<file path="config.mk">
export PLATFORM = sky130hd
export DESIGN_NAME = mem_arbiter
export DESIGN_NICKNAME = d
export VERILOG_FILES = /design/src/rtl/types_pkg.sv /design/src/rtl/arb_lat_counter.sv /design/src/rtl/mem_arbiter.sv
export SDC_FILE = /design/constraint.sdc
export NUM_CORES = 1
export LEC_CHECK = 0
export ABC_AREA = 0
export CAP_MARGIN = 30
export CORE_MARGIN = 8
export CORE_UTILIZATION = 41
export CTS_CLUSTER_SIZE = 8
export DETAILED_ROUTE_END_ITERATION = 10
export GPL_TIMING_DRIVEN = 1
export PLACE_DENSITY = 0.87
export SLEW_MARGIN = 25
export SYNTH_ARGS = -nofsm -noshare
export SYNTH_HDL_FRONTEND = slang
export SYNTH_SLANG_ARGS = --single-unit
export TNS_END_PERCENT = 100
</file>
<file path="constraint.sdc">
create_clock -name clk -period 2.19 [get_ports clk]
set_clock_uncertainty 0.1 [all_clocks]
set_input_delay 0.3285 -clock clk [delete_from_list [all_inputs] [get_ports clk]]
set_output_delay 0.3285 -clock clk [all_outputs]
set_load 0.05 [all_outputs]
</file>
<file path="src/rtl/types_pkg.sv">
// Shared types for the unified-memory arbiter: data bus width, FSM states and
// requester identities.
package types_pkg;

    localparam int unsigned DATA_BUS_W = 32;

    typedef enum logic [1:0] {
        IDLE,
        ISSUE,
        WAIT,
        DONE
    } arb_state;

    typedef enum logic {
        PORT_FETCH,
        PORT_DATA
    } arb_port;

endpackage

</file>
<file path="src/rtl/arb_lat_counter.sv">
// Loadable down-counter with zero flag; times the WAIT phase of a memory access.
module arb_lat_counter #(
    parameter int unsigned W = 1
) (
    input  logic         clk,
    input  logic         rst,
    input  logic         i_load,
    input  logic [W-1:0] i_load_val,
    input  logic         i_dec,
    output logic         o_zero
);

    logic [W-1:0] r_count;

    always_ff @(posedge clk) begin
        if (!rst) begin
            r_count <= '0;
        end else if (i_load) begin
            r_count <= i_load_val;
        end else if (i_dec && (r_count != '0)) begin
            r_count <= r_count - W'(1);
        end
    end

    assign o_zero = (r_count == '0);

endmodule

</file>
<file path="src/rtl/mem_arbiter.sv">
// Fetch / load-store arbiter for the single-port unified memory.
// Optional fetch starvation guard enabled by defining ARB_STARVE_GUARD_EN.
module mem_arbiter
    import types_pkg::*;
#(
    parameter int unsigned ADDR_W     = 32,
    parameter int unsigned DATA_W     = DATA_BUS_W,
    parameter int unsigned MEM_LAT    = 1,
    parameter int unsigned STARVE_MAX = 4
) (
    input  logic              clk,
    input  logic              rst,
    input  logic              f_req,
    input  logic [ADDR_W-1:0] f_addr,
    output logic              f_done,
    output logic [DATA_W-1:0] f_rdata,
    input  logic              d_req,
    input  logic              d_we,
    input  logic [ADDR_W-1:0] d_addr,
    input  logic [DATA_W-1:0] d_wdata,
    output logic              d_done,
    output logic [DATA_W-1:0] d_rdata,
    output logic              mem_en,
    output logic              mem_we,
    output logic [ADDR_W-1:0] mem_addr,
    output logic [DATA_W-1:0] mem_wdata,
    input  logic [DATA_W-1:0] mem_rdata,
    output logic              stall
);

    localparam int unsigned CNT_W = (MEM_LAT > 1) ? $clog2(MEM_LAT) : 1;

    arb_state r_state;
    arb_state w_state_nxt;
    arb_port  r_port;
    arb_port  w_grant_port;
    logic     r_we;

    logic              r_mem_en;
    logic              r_mem_we;
    logic [ADDR_W-1:0] r_mem_addr;
    logic [DATA_W-1:0] r_mem_wdata;
    logic              r_f_done;
    logic              r_d_done;
    logic [DATA_W-1:0] r_f_rdata;
    logic [DATA_W-1:0] r_d_rdata;

    logic              w_grant;
    logic              w_force_fetch;
    logic              w_lat_load;
    logic              w_lat_dec;
    logic              w_lat_zero;
    logic              w_mem_en_nxt;
    logic              w_mem_we_nxt;
    logic [ADDR_W-1:0] w_mem_addr_nxt;
    logic [DATA_W-1:0] w_mem_wdata_nxt;
    logic              w_f_done_nxt;
    logic              w_d_done_nxt;
    logic              w_cap_f;
    logic              w_cap_d;

    assign w_grant      = (r_state == IDLE) && (f_req || d_req);
    assign w_grant_port = (d_req && !w_force_fetch) ? PORT_DATA : PORT_FETCH;

`ifdef ARB_STARVE_GUARD_EN
    localparam int unsigned STARVE_W = $clog2(STARVE_MAX + 1);

    logic [STARVE_W-1:0] r_starve_cnt;

    // Counts data grants that bypassed a waiting fetch; saturates at STARVE_MAX
    // because reaching it forces the next contested grant to fetch.
    assign w_force_fetch = f_req && (r_starve_cnt == STARVE_W'(STARVE_MAX));

    always_ff @(posedge clk) begin
        if (!rst) begin
            r_starve_cnt <= '0;
        end else if (w_grant) begin
            if (w_grant_port == PORT_FETCH) begin
                r_starve_cnt <= '0;
            end else if (f_req) begin
                r_starve_cnt <= r_starve_cnt + 1'b1;
            end
        end
    end
`else
    logic w_unused_starve;

    assign w_force_fetch   = 1'b0;
    assign w_unused_starve = ^STARVE_MAX;
`endif

    assign w_lat_load = (r_state == ISSUE);
    assign w_lat_dec  = (r_state == WAIT);

    arb_lat_counter #(
        .W (CNT_W)
    ) u_lat_cnt (
        .clk        (clk),
        .rst        (rst),
        .i_load     (w_lat_load),
        .i_load_val (CNT_W'(MEM_LAT - 1)),
        .i_dec      (w_lat_dec),
        .o_zero     (w_lat_zero)
    );

    always_ff @(posedge clk) begin
        if (!rst) begin
            r_state <= IDLE;
        end else begin
            r_state <= w_state_nxt;
        end
    end

    always_comb begin
        w_state_nxt = r_state;
        case (r_state)
            IDLE:    if (f_req || d_req) w_state_nxt = ISSUE;
            ISSUE:   w_state_nxt = WAIT;
            WAIT:    if (w_lat_zero) w_state_nxt = DONE;
            DONE:    w_state_nxt = IDLE;
            default: w_state_nxt = IDLE;
        endcase
    end

    // Next values for the registered memory strobes, done pulses and captures.
    always_comb begin
        w_mem_en_nxt    = 1'b0;
        w_mem_we_nxt    = 1'b0;
        w_mem_addr_nxt  = r_mem_addr;
        w_mem_wdata_nxt = r_mem_wdata;
        w_f_done_nxt    = 1'b0;
        w_d_done_nxt    = 1'b0;
        w_cap_f         = 1'b0;
        w_cap_d         = 1'b0;
        case (r_state)
            IDLE: begin
                if (w_grant) begin
                    w_mem_en_nxt = 1'b1;
                    if (w_grant_port == PORT_DATA) begin
                        w_mem_we_nxt    = d_we;
                        w_mem_addr_nxt  = d_addr;
                        w_mem_wdata_nxt = d_wdata;
                    end else begin
                        w_mem_addr_nxt  = f_addr;
                    end
                end
            end
            WAIT: begin
                if (w_lat_zero) begin
                    w_f_done_nxt = (r_port == PORT_FETCH);
                    w_d_done_nxt = (r_port == PORT_DATA);
                    w_cap_f      = (r_port == PORT_FETCH);
                    w_cap_d      = (r_port == PORT_DATA) && !r_we;
                end
            end
            default: ;
        endcase
    end

    always_ff @(posedge clk) begin
        if (!rst) begin
            r_port      <= PORT_FETCH;
            r_we        <= 1'b0;
            r_mem_en    <= 1'b0;
            r_mem_we    <= 1'b0;
            r_mem_addr  <= '0;
            r_mem_wdata <= '0;
            r_f_done    <= 1'b0;
            r_d_done    <= 1'b0;
            r_f_rdata   <= '0;
            r_d_rdata   <= '0;
        end else begin
            r_mem_en    <= w_mem_en_nxt;
            r_mem_we    <= w_mem_we_nxt;
            r_mem_addr  <= w_mem_addr_nxt;
            r_mem_wdata <= w_mem_wdata_nxt;
            r_f_done    <= w_f_done_nxt;
            r_d_done    <= w_d_done_nxt;
            if (w_grant) begin
                r_port <= w_grant_port;
                r_we   <= w_mem_we_nxt;
            end
            if (w_cap_f) begin
                r_f_rdata <= mem_rdata;
            end
            if (w_cap_d) begin
                r_d_rdata <= mem_rdata;
            end
        end
    end

    assign mem_en    = r_mem_en;
    assign mem_we    = r_mem_we;
    assign mem_addr  = r_mem_addr;
    assign mem_wdata = r_mem_wdata;
    assign f_done    = r_f_done;
    assign d_done    = r_d_done;
    assign f_rdata   = r_f_rdata;
    assign d_rdata   = r_d_rdata;
    assign stall     = (f_req & ~r_f_done) | (d_req & ~r_d_done);

endmodule

</file>
==> results.yml, run 1 <==
clocking:
  clk-insertion-delay-late_ns: 0.40
  cts.sinks: 137
  cts_tree: "done"
  cts_buffer_depth: 2
  post_cts_resized: 0
  cts_max_level: 4
  cts_root_buffer: "clkbuf_16"
  cts.clk_slew.worst_paths_ns: 0.06
  post_cts_buffers: 0
  holdBufCountCts: 0
  numCtsBuffers: 17
floorplan:
  io-pin-count: 266
  start_util_pct: 41.5
  dieArea_um2: 17200
  die_w_um: 131
  coreArea_um2: 13100
  num_rows: 42
  die_h_um: 131
yosys:
  synth_edf_count: 0
  yosysWarnings: 0
  syn_area_um2: 5430
  yosysMostFrequentCell: "nand2_1"
  netlist.area_leader.share_pct: 50.6
  ys_seq_elements: 137
  syn_avg_cell_area_um2: 8.98
  yosysSeqAreaShare_pct: 50.6
  syn_nets: 741
  synth_common_cells: "195 x nand2_1, 137 x dfxtp_1, 33 x a21boi_1, 33 x mux2i_1, 33 x o21ai_0"
  yosys.area.top_type: "dfxtp_1"
  async_flop_share_pct: 0
  ys.flop_type: "dfxtp_1"
  ys_types: 30
  synth_area_leaders: "dfxtp_1 51%, nand2_1 13%, mux2i_1 6.1%"
  syn_inst: 604
setup_path:
  critPathMaxFanout: 2
  r2r_slack_ns: 0.38
  end_kind: "output port"
  timing.critical_path.buf_inv: 1
  critPathKind: "reg2out"
  startpoint: "d_done"
  worst_setup_path_start_kind: "register"
  path_cells: "clkdlybuf4s50_1"
  cp_num_cells: 1
  r2r-start: "r_state[0]"
  arrival_ns: 1.61
  crit_family: "buffers and inverters"
  worst_path_max_delay_cell: "clkdlybuf4s50_1"
  timing.critical_path.to: "d_done"
  cpPeakStageDelay_ns: 0.82
  r2r_cells: 6
  cp.required_ns: 1.76
  r2r-end: "f_rdata[7]"
routing:
  wl_per_cell_um: 16.0
  first_iter_violations: 259
  viasPerCell: 4.78
  postRouteAntennaNets: 0
  num_vias: 4957
  wl_mm: 16.5
  drc_errors: 0
  firstDrtPassIters: 7
finish:
  num-fill-cells: 1003
  antennaDiodeCount: 0
  layout.nets: 984
  drive_gt1_share_pct: 5.23
  synthToLayoutAreaGrowth_pct: 62.7
power:
  finalPower_mw: 10.5
  p_per_area_nw_per_um2: 1190
  peakVddDrop_mv: 0.736
  power_leakage_nw: 3.62
job:
  drv_cap: 0
placed_design:
  place.gp.congestion: 0.775
  portBuffers: 265
  dp_hpwl_mm: 12.1
sta:
  tightest_slew_ns: 0.556
  min_period_ns: 2.04
  hold_ws_ns: 0.350
  hold_violations: 0
  finalMaxSlewViolations: 0
  fin_setup_tns_ns: 0
  max-slew-margin-rel_pct: 62.8
  setup_viol: 0
  fin_crit_sh_pct: 92.9
  clock.fmax_ghz: 0.491
  rsz0062_at_grt: "false"
run_status:
  run_status: "complete, no violations"
grt:
  grt_max_degree: 93
  grt_antenna_before_repair: 0
  grt_pass1_vias: 4887
  grt_util_all_layers_pct: 19.0
  grt_pass1_wl_mm: 25.1
  overflow: 0
hold_path:
  whs_path_depth: 2
  hp-class: "reg2reg"
## kinds of logic after synthesis
logic type               after synthesis  share of synthesized area [%]
adder cells (fa/ha/maj)                4                          0.923
AO/OA/AOI/OAI                        136                           18.7
AND/OR/NAND/NOR                      239                           18.4
multiplexers                          33                           6.09
flip-flops                           137                           50.6
buffers and inverters                 55                           5.35
## layer usage
layer / vias up / share of wire [%] / GRT usage (%)
met5: - / 0 / 0
met2: 157 / 51 / 33.2
li1: 2518 / - / -
met3: 22 / 8.7 / 6.62
met1: 2260 / 39 / 20.5
met4: 0 / 1.9 / 7.63
## worst min path at each step
stage,from,end,slack (ns)
after floorplan,r_state[1],r_state[1],0.35
after global placement,f_rdata[26],f_rdata[26],0.34
after detailed placement,f_rdata[7],f_rdata[7],0.34
after CTS,rst,mem_addr[25],0.35
after global routing,d_wdata[23],mem_wdata[23],0.36
final,f_rdata[17],f_rdata[17],0.35
## layout by cell type (no fill, tap or decap), drive strengths merged
cell type and instances:
inv 4, nand2 195, ha 4, mux2i 33, o22ai 1, a22oi 1, bufinv 5, nand3 32
o21a 2, clkdlybuf4s50 262, nor2b 2, a21boi 64, nor3b 2, o211a 32, clkinv 3, and2 3
o21ai 33, nand4bb 1, and4bb 1, a21oi 2, o31a 1, dfxtp 137, or3b 1, and4b 1
and3 1, buf 13, clkbuf 24
## cell type report
cell class	instances	area (um2)	share of cell area, %
Timing Repair Buffer	275	2810	31.8
Sequential cell	137	2740	31.1
Tap cell	176	220	2.49
Clock buffer	24	482	5.46
Inverter	4	15.0	0.170
Multi-Input combinational cell	412	2400	27.2
Clock inverter	8	165	1.87
## report_power, final
| part | internal (mW) | switching (mW) |
|---|---|---|
| logic | 1.49 | 2.73 |
| clock network | 2.11 | 1.00 |
| registers | 2.98 | 0.243 |
| total | 6.58 | 3.97 |
## state kept, by name, indices dropped and copies added, names as in the netlist
register           cells
u_lat_cnt.r_count      1
mem_wdata             32
r_we                   1
d_rdata               32
mem_addr              32
f_done                 1
mem_we                 1
f_rdata               32
mem_en                 1
r_state                2
d_done                 1
r_port                 1
## through the flow
stage                     area, um2  worst slack (ns)  utilization, %  instances
after detailed placement       8180             0.407            62.5       1004
final                          8830             0.154            67.5       1036
after CTS                      8830             0.125            67.5       1036
after floorplan                5430             0.282               -        604
after global placement         8180             0.385            62.5       1004
after global routing           8830             0.114            67.5       1036
(Power assumes the default switching activity.)
==> run 2: changes to the inputs <==
--- a/config.mk
+++ b/config.mk
@@ -7,12 +7,12 @@
 export LEC_CHECK = 0
 export ABC_AREA = 0
 export CAP_MARGIN = 30
-export CORE_MARGIN = 8
-export CORE_UTILIZATION = 41
+export CORE_UTILIZATION = 42
+export CTS_BUF_LIST = sky130_fd_sc_hd__clkbuf_4 sky130_fd_sc_hd__clkbuf_8
 export CTS_CLUSTER_SIZE = 8
 export DETAILED_ROUTE_END_ITERATION = 10
 export GPL_TIMING_DRIVEN = 1
-export PLACE_DENSITY = 0.87
+export PLACE_DENSITY = 0.89
 export SLEW_MARGIN = 25
 export SYNTH_ARGS = -nofsm -noshare
 export SYNTH_HDL_FRONTEND = slang
==> results.yml, run 2 (synthesis gave the netlist of run 1 again) <==
run_status:
  run_status: "complete, no violations"
routing:
  wl_per_cell_um: 14.5
  wl_mm: 15.0
  first_iter_violations: 200
  drc_errors: 0
  postRouteAntennaNets: 0
  num_vias: 5017
  viasPerCell: 4.85
  firstDrtPassIters: 4
clocking:
  cts_buffer_depth: 2
  cts.sinks: 137
  cts_tree: "done"
  post_cts_buffers: 0
  numCtsBuffers: 17
  clk-insertion-delay-late_ns: 0.43
  cts.clk_slew.worst_paths_ns: 0.07
  cts_max_level: 4
  cts_root_buffer: "clkbuf_8"
  post_cts_resized: 0
  holdBufCountCts: 0
placed_design:
  dp_hpwl_mm: 10.7
  dp_slack_ns: 0.415
  place.gp.congestion: 0.770
  dp.cells: 1003
  portBuffers: 265
grt:
  use_met1_pct: 23.5
  grtUsageMet3_pct: 8.63
  grt_pass1_vias: 4635
  overflow: 0
  grt_util_all_layers_pct: 22.0
  grt_pass1_wl_mm: 22.6
  grt_antenna_before_repair: 0
  grt-busiest-layer: "met2"
  grt_max_degree: 65
  grtUsageMet2_pct: 38.6
sta:
  setup_ws_ns: 0.135
  min_period_ns: 2.06
  finalMaxSlewViolations: 0
  hold_violations: 0
  fin_crit_sh_pct: 93.8
  setup_viol: 0
  hold_ws_ns: 0.251
  rsz0062_at_grt: "false"
  max-slew-margin-rel_pct: 63.6
  fin_setup_tns_ns: 0
  tightest_slew_ns: 0.544
  clock.fmax_ghz: 0.487
floorplan:
  die_h_um: 116
  die_w_um: 116
  io-pin-count: 266
  start_util_pct: 43.0
  dieArea_um2: 13400
  num_rows: 41
  coreArea_um2: 12600
power:
  power_leakage_nw: 3.55
  p_int_mw: 5.86
  sw_frac_of_total_pct: 39.7
  peakVddDrop_mv: 0.719
  p_seq_share_pct: 33.0
  power.share.clock_pct: 24.0
  combPwrFrac_pct: 43.0
  p_per_area_nw_per_um2: 1130
  p_sw_mw: 3.86
  finalPower_mw: 9.72
finish:
  regArea_um2: 2740
  num-fill-cells: 994
  synthToLayoutAreaGrowth_pct: 59.3
  layout.nets: 987
  layout.cells.non_filler: 1034
  multi_input_area_um2: 2400
  antennaDiodeCount: 0
  final_common_cell: "clkdlybuf4s50_1"
  drive_gt1_share_pct: 5.92
  final_cell_mix: "262 x clkdlybuf4s50_1, 195 x nand2_1, 137 x dfxtp_1"
setup_path:
  crit_family: "buffers and inverters"
  path_cells: "clkdlybuf4s50_1"
  worst_setup_path_start_kind: "register"
  worst_path_max_delay_cell: "clkdlybuf4s50_1"
  cp.required_ns: 1.76
  critPathMaxFanout: 2
  critPathKind: "reg2out"
  cpPeakStageDelay_ns: 0.82
  end_kind: "output port"
  arrival_ns: 1.63
  timing.critical_path.buf_inv: 1
job:
  drv_cap: 0
hold_path:
  hp-class: "in2reg"
==> run 2: routing by layer <==
layer  vias to the layer above  wire length [um]
li1                       2520                 -
met1                      2302              5980
met2                       167              7450
met3                        28              1160
met4                         0               375
met5                         -                 0
==> run 2: power groups by stage <==
| stage | Combinational (mW) | Sequential [mW] | Clock, mW |
|---|---|---|---|
| 6_report | 4.18 | 3.21 | 2.33 |
| 4_1_cts | 4.21 | 3.22 | 2.38 |
| 3_3_place_gp | 4.15 | 3.24 | 0 |
| 3_5_place_dp | 4.20 | 3.27 | 0 |
| 5_1_grt | 4.42 | 3.27 | 2.48 |
| 2_1_floorplan | 1.22 | 4.82 | 0 |
==> run 2: worst paths after layout <==
path | to | from | cells past startpoint | slack (ns)
min reg2reg | f_rdata[18] | f_rdata[18] | 2 | 0.35
min | mem_wdata[29] | rst | 2 | 0.25
max reg2reg | f_rdata[17] | r_state[0] | 6 | 0.48
max | d_done | d_done | 1 | 0.13
==> run 2: through the flow <==
step	instance area, um2	util, %
after floorplan	5430	-
after global placement	8190	64.9
after detailed placement	8190	64.9
after CTS	8640	68.5
after global routing	8640	68.5
final	8640	68.5
==> run 2: area by class of cell <==
cell class	count	area share, %
inverter	4	0.174
clock inverter	7	1.59
tap	172	2.49
timing repair buffer	278	32.6
clock buffer	24	3.68
sequential	137	31.7
multi-input combinational	412	27.8
